[config.mk]
export PLATFORM = sky130hd
export DESIGN_NAME = arrhythmia_feature_loader
export DESIGN_NICKNAME = d
export VERILOG_FILES = /design/src/rtl/arrhythmia_feature_loader.sv
export SDC_FILE = /design/constraint.sdc
export NUM_CORES = 1
export LEC_CHECK = 0
export ABC_AREA = 1
export BUFFER_PORTS_ARGS = -buffer_cell sky130_fd_sc_hd__buf_2
export CORE_MARGIN = 2
export CORE_UTILIZATION = 55
export DETAILED_ROUTE_END_ITERATION = 6
export PLACE_DENSITY = 0.78
export SYNTH_ARGS = -nofsm -noshare
export SYNTH_HDL_FRONTEND = slang
export SYNTH_SLANG_ARGS = --single-unit
[constraint.sdc]
create_clock -name clk -period 2 [get_ports clk]
set_input_delay 0.1 -clock clk [delete_from_list [all_inputs] [get_ports clk]]
set_output_delay 0.1 -clock clk [all_outputs]
set_load 0.005 [all_outputs]
[src/rtl/arrhythmia_feature_loader.sv]
// Streams one patient sample of NUM_FEATURES bytes, captures the five features the decision
// tree consumes, holds them for the combinational tree and hands the class out on valid/ready.
module arrhythmia_feature_loader #(
    parameter int NUM_FEATURES = 279,
    parameter int IDX_A        = 13,
    parameter int IDX_B        = 27,
    parameter int IDX_C        = 235,
    parameter int IDX_D        = 264,
    parameter int IDX_E        = 278
) (
    input  logic        clk,
    input  logic        rst_n,
    input  logic        s_valid,
    output logic        s_ready,
    input  logic [7:0]  s_data,
    input  logic        s_last,
    output logic [7:0]  x13,
    output logic [7:0]  x27,
    output logic [7:0]  x235,
    output logic [7:0]  x264,
    output logic [7:0]  x278,
    input  logic [4:0]  tree_class,
    output logic        m_valid,
    input  logic        m_ready,
    output logic [4:0]  m_class,
    output logic        frame_err,
    output logic [15:0] sample_cnt,
    output logic [1:0]  o_dbg_state
);

    // Handshakes: a transfer happens on any rising edge where valid and ready are both high;
    // a producer holds valid and its payload until that edge, and valid never drops without it.

    localparam int IDX_W = $clog2(NUM_FEATURES);

    localparam logic [IDX_W-1:0] LAST_IDX = IDX_W'(NUM_FEATURES - 1);
    localparam logic [IDX_W-1:0] K_A      = IDX_W'(IDX_A);
    localparam logic [IDX_W-1:0] K_B      = IDX_W'(IDX_B);
    localparam logic [IDX_W-1:0] K_C      = IDX_W'(IDX_C);
    localparam logic [IDX_W-1:0] K_D      = IDX_W'(IDX_D);
    localparam logic [IDX_W-1:0] K_E      = IDX_W'(IDX_E);

    localparam logic [1:0] ST_COLLECT = 2'd0;
    localparam logic [1:0] ST_EVAL    = 2'd1;
    localparam logic [1:0] ST_HOLD    = 2'd2;
    localparam logic [1:0] ST_DRAIN   = 2'd3;

    logic [1:0]       r_state;
    logic [IDX_W-1:0] r_idx;
    logic [7:0]       r_sh_a, r_sh_b, r_sh_c, r_sh_d, r_sh_e;
    logic [7:0]       r_x_a, r_x_b, r_x_c, r_x_d, r_x_e;
    logic             r_m_valid;
    logic [4:0]       r_m_class;
    logic             r_frame_err;
    logic [15:0]      r_sample_cnt;

    logic             w_accept;
    logic             w_collect_beat;
    logic             w_at_end;
    logic [7:0]       w_sh_a_nxt, w_sh_b_nxt, w_sh_c_nxt, w_sh_d_nxt, w_sh_e_nxt;

    // Ready is a pure state decode so it reads 1 while reset holds the FSM in COLLECT.
    assign s_ready        = (r_state == ST_COLLECT) || (r_state == ST_DRAIN);
    assign w_accept       = s_valid & s_ready;
    assign w_collect_beat = w_accept && (r_state == ST_COLLECT);
    assign w_at_end       = (r_idx == LAST_IDX);

    // Next shadow values include the current beat, so the final beat can itself be a feature.
    assign w_sh_a_nxt = (w_collect_beat && r_idx == K_A) ? s_data : r_sh_a;
    assign w_sh_b_nxt = (w_collect_beat && r_idx == K_B) ? s_data : r_sh_b;
    assign w_sh_c_nxt = (w_collect_beat && r_idx == K_C) ? s_data : r_sh_c;
    assign w_sh_d_nxt = (w_collect_beat && r_idx == K_D) ? s_data : r_sh_d;
    assign w_sh_e_nxt = (w_collect_beat && r_idx == K_E) ? s_data : r_sh_e;

    always_ff @(posedge clk or negedge rst_n) begin
        if (!rst_n) begin
            r_sh_a <= '0;
            r_sh_b <= '0;
            r_sh_c <= '0;
            r_sh_d <= '0;
            r_sh_e <= '0;
        end else begin
            r_sh_a <= w_sh_a_nxt;
            r_sh_b <= w_sh_b_nxt;
            r_sh_c <= w_sh_c_nxt;
            r_sh_d <= w_sh_d_nxt;
            r_sh_e <= w_sh_e_nxt;
        end
    end

    always_ff @(posedge clk or negedge rst_n) begin
        if (!rst_n) begin
            r_state      <= ST_COLLECT;
            r_idx        <= '0;
            r_x_a        <= '0;
            r_x_b        <= '0;
            r_x_c        <= '0;
            r_x_d        <= '0;
            r_x_e        <= '0;
            r_m_valid    <= 1'b0;
            r_m_class    <= '0;
            r_frame_err  <= 1'b0;
            r_sample_cnt <= '0;
        end else begin
            r_frame_err <= 1'b0;
            case (r_state)
                ST_COLLECT: begin
                    if (w_accept) begin
                        if (s_last) begin
                            r_idx <= '0;
                            if (w_at_end) begin
                                r_x_a   <= w_sh_a_nxt;
                                r_x_b   <= w_sh_b_nxt;
                                r_x_c   <= w_sh_c_nxt;
                                r_x_d   <= w_sh_d_nxt;
                                r_x_e   <= w_sh_e_nxt;
                                r_state <= ST_EVAL;
                            end else begin
                                r_frame_err <= 1'b1;
                            end
                        end else if (w_at_end) begin
                            // Over-long frame: flag once, then swallow the rest in DRAIN.
                            r_frame_err <= 1'b1;
                            r_idx       <= '0;
                            r_state     <= ST_DRAIN;
                        end else begin
                            r_idx <= r_idx + 1'b1;
                        end
                    end
                end
                ST_DRAIN: begin
                    if (w_accept && s_last) begin
                        r_state <= ST_COLLECT;
                    end
                end
                ST_EVAL: begin
                    r_m_class <= tree_class;
                    r_m_valid <= 1'b1;
                    r_state   <= ST_HOLD;
                end
                ST_HOLD: begin
                    if (m_ready) begin
                        r_m_valid    <= 1'b0;
                        r_sample_cnt <= r_sample_cnt + 16'd1;
                        r_state      <= ST_COLLECT;
                    end
                end
                default: begin
                    r_state <= ST_COLLECT;
                end
            endcase
        end
    end

    assign x13         = r_x_a;
    assign x27         = r_x_b;
    assign x235        = r_x_c;
    assign x264        = r_x_d;
    assign x278        = r_x_e;
    assign m_valid     = r_m_valid;
    assign m_class     = r_m_class;
    assign frame_err   = r_frame_err;
    assign sample_cnt  = r_sample_cnt;
    assign o_dbg_state = r_state;

endmodule

# Word level (Yosys, flattened, before mapping)
# Cells that the tools add are included.
# Widths: inputs -> output; s select.
# op_classes
bitwise_logic	1
n_eq_ne	12
add_sub_neg	2
n_reduce_logical	15
mux	21
# ops
operator	count
$mux 8	5
$eq 9x9->1 const B	2
$mux 9	2
$add 16x1->16 const B	1
$mux 2	6
$add 9x1->9 const B	1
$eq 9x4->1 const B	1
$eq 9x5->1 const B	1
$eq 9x8->1 const B	1
$pmux 2 s4	1
$reduce_and 4->1	2
$logic_and 1x1->1	7
$mux 1	6
$ne 2x2->1 const B	3
$reduce_and 2->1	3
$eq 2x2->1 const B	2
$eq 2x1->1 const B	1
$logic_not 2->1	1
$ne 2x1->1 const B	1
$pmux 1 s2	1
$reduce_bool 2->1	1
$and 1x1->1	1
$logic_or 1x1->1	1
# totals
ff_bits	114
output_inout_bits	66
word_cells	67

# Depth between registers and ports, before layout
# Gate-level depths: netlist of run 1.
# depth
word_depth	6
depth_mapped	10
ltp_nobuf	10

# Worst setup path before layout of run 1
# OpenSTA, ideal clock, no wires.
# synth_timing
path_kind	register to register
from	reg r_state[0] (netlist: o_dbg_state[0])
to	reg r_x_b[7] (netlist: x27[7])
synth_period_minus_slack_ns	1.794
slack_ns	0.206
t_required_ns	1.882
setup_time_ns	0.118
arrival_ns	1.676
n_path_buf	2
path_stages_with_launch	11
cell_sequence	dfrtp_1 inv_1 ha_1 inv_1 nand3_4 inv_2 nand4_1 buf_2 buf_6 nand2_1 nand2_1
# synth_between
elab_chain_cells	6
elab_cells_between_ends	8
# synth_rtl
item	line	source
start: declaration	48	logic [1:0] r_state;
start signal: assignment	93	r_state <= ST_COLLECT;
start signal: assignment	117	r_state <= ST_EVAL;
start signal: assignment	125	r_state <= ST_DRAIN;
$eq 2x2->1 or $logic_not 2->1 (tied branches)	63	assign s_ready = (r_state == ST_COLLECT) || (r_state == ST_DRAIN);
$logic_or 1x1->1 *	63	
named net s_ready	14	output logic s_ready,
$and 1x1->1 *	64	assign w_accept = s_valid & s_ready;
$logic_and 1x1->1	65	assign w_collect_beat = w_accept && (r_state == ST_COLLECT);
$logic_and 1x1->1	70	assign w_sh_b_nxt = (w_collect_beat && r_idx == K_B) ? s_data : r_sh_b;
$mux 8	70	
end signal: assignment	113	r_x_b <= w_sh_b_nxt;
end: declaration	51	logic [7:0] r_x_a, r_x_b, r_x_c, r_x_d, r_x_e;
# The timed path passes the listed nets; every way through them passes the cells marked *.
# A chain may end at the register's enable or synchronous reset.

# Worst setup path after layout of run 1
# layout_timing
from	reg r_state[0] (netlist: o_dbg_state[0])
to	reg r_sh_d[6]
# layout_between
elab_chain_cells	6
elab_cells_between_ends	7
# layout_rtl
item	line	source
$eq 2x2->1 or $logic_not 2->1 (tied branches)	63, 65	
$logic_or 1x1->1	63	
$and 1x1->1	64	
$logic_and 1x1->1 *	65	
$logic_and 1x1->1 *	72	assign w_sh_d_nxt = (w_collect_beat && r_idx == K_D) ? s_data : r_sh_d;
$mux 8 *	72	
named net w_sh_d_nxt[6]	60	logic [7:0] w_sh_a_nxt, w_sh_b_nxt, w_sh_c_nxt, w_sh_d_nxt, w_sh_e_nxt;
end signal: assignment	86	r_sh_d <= w_sh_d_nxt;
end: declaration	50	logic [7:0] r_sh_a, r_sh_b, r_sh_c, r_sh_d, r_sh_e;
# Marks and branches as above.

==> results.yml, run 1 <==
routing:
  wl_met1_mm: 4.63
  routed-wl-met3_um: 645
  routed_via_density: 5.20
  met2_wl_post_dr_mm: 5.28
  wirelength_mm: 10.8
  highest_layer: "met4"
  detailroute.via_count: 4079
  first_pass_iters: 4
  detail_route.iter0.violations: 175
  wl_per_cell_um: 13.8
  antenna_violating_nets_post_route: 0
  post-route-drc-count: 0
cells_and_area:
  diodes: 0
  areaGrowthSynthToFinish_pct: 18.4
  layout.cell_area.non_filler_mm2: 0.00580
  layout_fillers: 700
  final_nets: 698
  drive_gt1_share_pct: 20.7
floorplan:
  die_area_mm2: 0.00968
  placeableCoreArea_mm2: 0.00868
  die_height_um: 98.4
  floorplan.rows: 34
  initial_cell_density_of_the_core_pct: 56.5
  die-width_um: 98.4
  ios: 84
synthesis:
  ys_seq_elements: 106
  synth.cell_area_mm2: 0.00490
  synth_sequential_area_ratio_pct: 54.1
  postSynthCellCount: 563
  ys_types: 28
  syn_nets: 590
  yosys-top-cells-area: "sky130_fd_sc_hd__dfrtp_1 54%, sky130_fd_sc_hd__nand2_1 14%, sky130_fd_sc_hd__nand3_1 7.5%"
  avgSynthCellArea_um2: 8.71
  share_of_the_synthesized_area_in_the_top_cell_type_pct: 54.1
  synth.largest_area_cell: "sky130_fd_sc_hd__dfrtp_1"
  yosysWarningCount: 0
clocking:
  tritoncts_clock_tree: "built"
  worst_setup_hold_path_clk_slew_ns: 0.10
  tritoncts_sink_count: 106
  htree_levels: 3
  numCtsBuffers: 9
  cts-root-buf: "sky130_fd_sc_hd__clkbuf_8"
  cts.path.max_buffers: 2
  clock_latency_at_the_later_pin_of_the_worst_skew_pair_ns: 0.37
power_and_ir_drop:
  p_sw_mw: 0.881
  static_leakage_nw: 3.19
  p_seq_share_pct: 59.7
  worst_ir_drop_vdd_v: 0.000316
  pwr-share-clk_pct: 35.5
  p_int_mw: 2.75
  fin_total_pwr_mw: 3.63
  power.share.switching_pct: 24.3
  power_per_cell_area_mw_per_mm2: 626
  power.combinational.fraction_pct: 4.8
timing:
  setup_viol: 0
  fin_ws_ns: 0.140
  max_slew_violation_count: 0
  clock-skew-final_ns: 0.00620
  hold_violations: 0
  timing_worst_slew_pin_value_ns: 0.638
  relSlewSlack_pct: 57.5
  post-route-min-period_ns: 1.86
  fmax_ghz: 0.538
  period_utilization_post_route_pct: 93.0
min_path:
  worst_hold_startpoint: "s_data[2]"
  worstHoldPathType: "in2reg"
placement:
  detailed_place.area_mm2: 0.00549
  place.gp.congestion: 0.871
  pre_cts_slack_ns: 0.137
  post_detailed_placement_half_perimeter_wirelength_mm: 7.82
  io_buffers: 83
worst_setup_path:
  critical_path_class: "reg2reg"
  r2r-start: "o_dbg_state[0]$_DFFE_PN0P_"
  reg2reg_setup_slack_ns: 0.14
  rr_endpoint: "r_sh_d[6]$_DFF_PN0_"
  critical_path_arrival_ns: 2.12
  rr_worst_depth: 9
  timing.critical_path.to_type: "flop"
  worst-endpoint-required_ns: 2.26
  critical_path.max_fanout: 9
  setup.worst_path.start_class: "flop"
  endpoint_of_the_most_critical_setup_path: "r_sh_d[6]$_DFF_PN0_"
  critical_path.startpoint: "o_dbg_state[0]$_DFFE_PN0P_"
grt:
  antenna_found_initial: 0
  global_route.usage.total_pct: 24.0
  grt_first_pass_wirelength_mm: 18.7
  first_global_vias: 4160
  gr-total-overflow: 0
  largest_net_degree_at_the_start_of_global_routing: 51
job:
  max_cap_viol_count: 0
outcome:
  status: "finished, final reports clean"
==> layout by cell type (no fill, tap or decap), types with 15 or more instances in the layout <==
master | synthesis | routed
sky130_fd_sc_hd__buf_4 | 2 | 18
sky130_fd_sc_hd__nand2_1 | 182 | 181
sky130_fd_sc_hd__and2_1 | 24 | 24
sky130_fd_sc_hd__inv_1 | 64 | 64
sky130_fd_sc_hd__nor2_1 | 22 | 22
sky130_fd_sc_hd__nand3_1 | 73 | 73
sky130_fd_sc_hd__o21ai_0 | 15 | 15
sky130_fd_sc_hd__buf_2 | 3 | 82
sky130_fd_sc_hd__dfrtp_1 | 106 | 106
==> synth_stat cells (all sizes together) <==
cell,instances
nor3b,1
buf,11
o21bai,1
nand3,75
xor2,6
clkinv,1
ha,9
nor3,3
mux2,5
o21ai,15
clkbuf,3
nor2,30
o21a,1
nand2,182
inv,67
nand4,11
xnor2,7
dfrtp,106
a21oi,5
and2,24
==> how the worst min path moves through the flow <==
stage                                to  slack (ns)  cells after the start
detailed placement   x13[0]$_DFFE_PN0P_        0.17                      1
finish              r_sh_c[2]$_DFF_PN0_       0.009                      3
CTS                 r_sh_c[2]$_DFF_PN0_       0.002                      3
global route        r_sh_c[2]$_DFF_PN0_        0.02                      3
global placement     x27[4]$_DFFE_PN0P_        0.15                      1
floorplan           frame_err$_DFF_PN0_       -0.20                      0
==> registers in the layout, summed over array words and instances, names as in the netlist, 2 cells and up <==
name	cells
r_sh_a	8
r_sh_d	8
r_sh_b	8
x235	8
x264	8
o_dbg_state	2
x278	8
m_class	5
sample_cnt	16
r_sh_c	8
x13	8
r_idx	9
x27	8
==> what timing repair did <==
item,4_1_cts,5_1_grt
gates resized for setup,0,2
hold endpoints to repair,54,0
setup buffers,0,4
hold buffers,8,0
endpoints found under the setup margin,0,36
==> power by group through the flow <==
stage                     sequential [mW]  combinational (mW)  clock [mW]
after detailed placement             2.21               0.158           0
after CTS                            2.17               0.171        1.32
final                                2.17               0.175        1.29
after global routing                 2.17               0.199        1.39
after floorplan                      2.20              0.0674           0
after global placement               2.21               0.155           0
==> metal layers <==
layer,GRT usage [%],vias to the layer above
met2,40.6,130
met3,4.11,22
met5,0,-
met1,30.7,1954
li1,-,1973
met4,10.4,0
==> worst max-delay path, stage by stage (launching register included) <==
cell and delay, ns:
sky130_fd_sc_hd__dfrtp_1 0.35, sky130_fd_sc_hd__inv_1 0.06, sky130_fd_sc_hd__ha_1 0.28, sky130_fd_sc_hd__inv_1 0.12
sky130_fd_sc_hd__nand3_4 0.16, sky130_fd_sc_hd__nor2_4 0.22, sky130_fd_sc_hd__buf_4 0.17, sky130_fd_sc_hd__buf_4 0.11
sky130_fd_sc_hd__nand3_1 0.10, sky130_fd_sc_hd__and2_1 0.20
==> cells by family after synthesis <==
family                     synth area share [%]
and+or+nand+nor                            30.3
adders and majority gates                  2.30
muxes                                      1.15
buffers and inverters                      7.43
DFF                                        54.1
xor gates and xnor gates                   2.32
AOI/OAI and AO/OA                          2.42
==> per-stage QoR <==
step           util [%]   TNS, ns  hold WS, ns  cells
6_report           66.9         0      0.00899    784
5_1_grt            66.9  -0.00718       0.0171    784
4_1_cts            66.4         0      0.00176    780
3_5_place_dp       63.3         0        0.167    756
3_3_place_gp       63.3         0        0.151    756
2_1_floorplan         -         0       -0.196    563
==> area by class of cell <==
class	count	area (µm²)	share of cell area, %
clock inverters	5	42.5	0.733
clock buffers	11	151	2.61
inverters	68	255	4.40
well taps	108	135	2.33
flip-flops and latches	106	2650	45.7
multi-input cells	375	1890	32.5
repair buffers	111	677	11.7
(Power assumes the default switching activity.)
==> run 2, diff against run 1 <==
--- a/config.mk
+++ b/config.mk
@@ -6,7 +6,7 @@
 export NUM_CORES = 1
 export LEC_CHECK = 0
 export ABC_AREA = 1
-export BUFFER_PORTS_ARGS = -buffer_cell sky130_fd_sc_hd__buf_2
+export BUFFER_PORTS_ARGS = -buffer_cell sky130_fd_sc_hd__buf_4
 export CORE_MARGIN = 2
 export CORE_UTILIZATION = 55
 export DETAILED_ROUTE_END_ITERATION = 6
==> run 2 against run 1 <==
Clock power down 7%. First-iteration DRC count rose by 1.1%. Register-to-register slack got worse by 0.03 ns. Clock skew rose by 0.0022 ns. Flip-flop and latch count stayed put. Critical path depth stayed put. Wire length rose by 4.0%. Global-route usage increased by 0.68 points. Sequential share of layout area is 1.7 points lower. Final area up 3.9%. Die area unchanged. Core utilization increased by 2.6 points. Largest cell class unchanged.
==> results.yml, run 2 (synthesis results as in run 1) <==
clocking:
  numCtsBuffers: 9
  htree_levels: 3
  tritoncts_sink_count: 106
  cts-root-buf: "sky130_fd_sc_hd__clkbuf_8"
  clock_latency_at_the_later_pin_of_the_worst_skew_pair_ns: 0.37
  cts.path.max_buffers: 2
  tritoncts_clock_tree: "built"
  worst_setup_hold_path_clk_slew_ns: 0.10
timing:
  hold_violations: 0
  final.setup.tns_ns: 0
  clock-skew-final_ns: 0.00837
  relSlewSlack_pct: 76.7
  period_utilization_post_route_pct: 94.4
  max_slew_violation_count: 0
  post-route-min-period_ns: 1.89
  timing_worst_slew_pin_value_ns: 0.350
  worst_hold_slack_ns: 0.0140
  rsz_0062_raised_after_global_routing: "no"
  fmax_ghz: 0.530
  setup_viol: 0
min_path:
  worst_hold_startpoint: "s_data[7]"
  min_delay_path_depth: 3
  min_to: "r_sh_c[7]$_DFF_PN0_"
  worstHoldPathType: "in2reg"
routing:
  detailroute.via_count: 3994
  post-route-drc-count: 0
  detail_route.iter0.violations: 177
  routed_via_density: 5.07
  wirelength_mm: 11.3
  wl_per_cell_um: 14.3
  antenna_violating_nets_post_route: 0
  first_pass_iters: 5
grt:
  grt_first_pass_wirelength_mm: 19.2
  antenna_found_initial: 0
  first_global_vias: 4060
  gr-total-overflow: 0
  largest_net_degree_at_the_start_of_global_routing: 49
  global_route.usage.total_pct: 24.7
floorplan:
  initial_cell_density_of_the_core_pct: 56.5
  floorplan.rows: 34
  die-width_um: 98.4
  placeableCoreArea_mm2: 0.00868
  ios: 84
  die_height_um: 98.4
  die_area_mm2: 0.00968
cells_and_area:
  multi_input_comb_area_mm2: 0.00189
  drive_gt1_share_pct: 20.7
  largest_register_ffs: 16
  mostFrequentLayoutCells: "181 x sky130_fd_sc_hd__nand2_1, 106 x sky130_fd_sc_hd__dfrtp_1, 102 x sky130_fd_sc_hd__buf_4"
  area.sequential_mm2: 0.00265
  layout_fillers: 702
  areaGrowthSynthToFinish_pct: 23.0
  diodes: 0
  final_nets: 702
  mostFrequentLayoutCell: "sky130_fd_sc_hd__nand2_1"
worst_setup_path:
  rr_worst_depth: 9
  crit_path_top_delay_cell: "sky130_fd_sc_hd__dfrtp_1"
  r2r-start: "o_dbg_state[0]$_DFFE_PN0P_"
  worst-endpoint-required_ns: 2.27
  setup.worst_path.start_class: "flop"
  timing.critical_path.to_type: "flop"
  cp_slowest_stage_delay_ns: 0.35
  reg2reg_setup_slack_ns: 0.11
  crit_buf_inv: 4
  critical_path.cell_chain: "inv_1 > ha_1 > inv_1 > nand3_4 > nor2_4 > buf_4 > buf_4 > nand3_1 > and2_1"
  rr_endpoint: "r_sh_a[1]$_DFF_PN0_"
  critical_path.max_fanout: 9
  critPathTopFamily: "simple AND/OR/NAND/NOR gates"
  critical_path_class: "reg2reg"
  critical_path_arrival_ns: 2.16
placement:
  io_buffers: 83
  place.gp.congestion: 0.892
  post_detailed_placement_half_perimeter_wirelength_mm: 8.03
job:
  max_cap_viol_count: 0
outcome:
  status: "finished, final reports clean"
power_and_ir_drop:
  power_per_cell_area_mw_per_mm2: 591
  static_leakage_nw: 3.22
  worst_ir_drop_vdd_v: 0.000286
[run 2: tightest hold or removal path: cells and delay by family]
kind                   cells  cell delay, ns
and+or+nand+nor            2            0.16
buffers and inverters      1            0.09
[run 2: how the worst max path moves through the flow]
| stage | from | to | slack, ns | depth (start not counted) |
|---|---|---|---|---|
| 4_1_cts | o_dbg_state[0]$_DFFE_PN0P_ | x264[2]$_DFFE_PN0P_ | 0.11 | 9 |
| 5_1_grt | o_dbg_state[0]$_DFFE_PN0P_ | x235[7]$_DFFE_PN0P_ | 0.03 | 10 |
| 2_1_floorplan | o_dbg_state[0]$_DFFE_PN0P_ | x27[7]$_DFFE_PN0P_ | 0.21 | 10 |
| 3_5_place_dp | o_dbg_state[0]$_DFFE_PN0P_ | x264[2]$_DFFE_PN0P_ | 0.15 | 9 |
| 3_3_place_gp | o_dbg_state[0]$_DFFE_PN0P_ | x278[4]$_DFFE_PN0P_ | 0.21 | 9 |
| 6_report | o_dbg_state[0]$_DFFE_PN0P_ | r_sh_a[1]$_DFF_PN0_ | 0.11 | 9 |
[run 2: final cells by class]
cell class                 count  share of cell area (%)
multi-input combinational    375                    31.3
sequential                   106                    44.0
inverter                      68                    4.23
clock inverter                 5                   0.664
clock buffer                  11                    2.18
timing repair buffer         115                    15.4
tap                          108                    2.24
[run 2: per-stage QoR]
step	cell area (µm²)	setup WS, ns	instances	utilization [%]	power [mW]
2_1_floorplan	4900	0.206	563	-	2.27
3_3_place_gp	5700	0.213	757	65.7	2.37
3_5_place_dp	5700	0.152	757	65.7	2.38
4_1_cts	5970	0.114	782	68.7	3.57
5_1_grt	6030	0.0282	788	69.5	3.69
6_report	6030	0.112	788	69.5	3.56
[run 2: power breakdown]
part	switching [mW]	total (mW)	internal, mW
Clock	0.739	1.20	0.463
Sequential	0.0149	2.17	2.15
Combinational	0.117	0.192	0.0751
Total	0.872	3.56	2.69
[run 2: repair_timing]
item,in CTS,in global routing
hold endpoints to repair,73,0
buffers inserted,0,6
resized for setup,0,2
endpoints found under the setup margin,0,24
hold buffers,9,0
[run 2: per-layer routing]
layer,GRT usage [%],up-vias,routed length (µm)
met4,9.17,0,254
met1,32.4,1888,4760
li1,-,1983,-
met3,5.25,22,611
met2,40.8,101,5630
met5,0,-,0
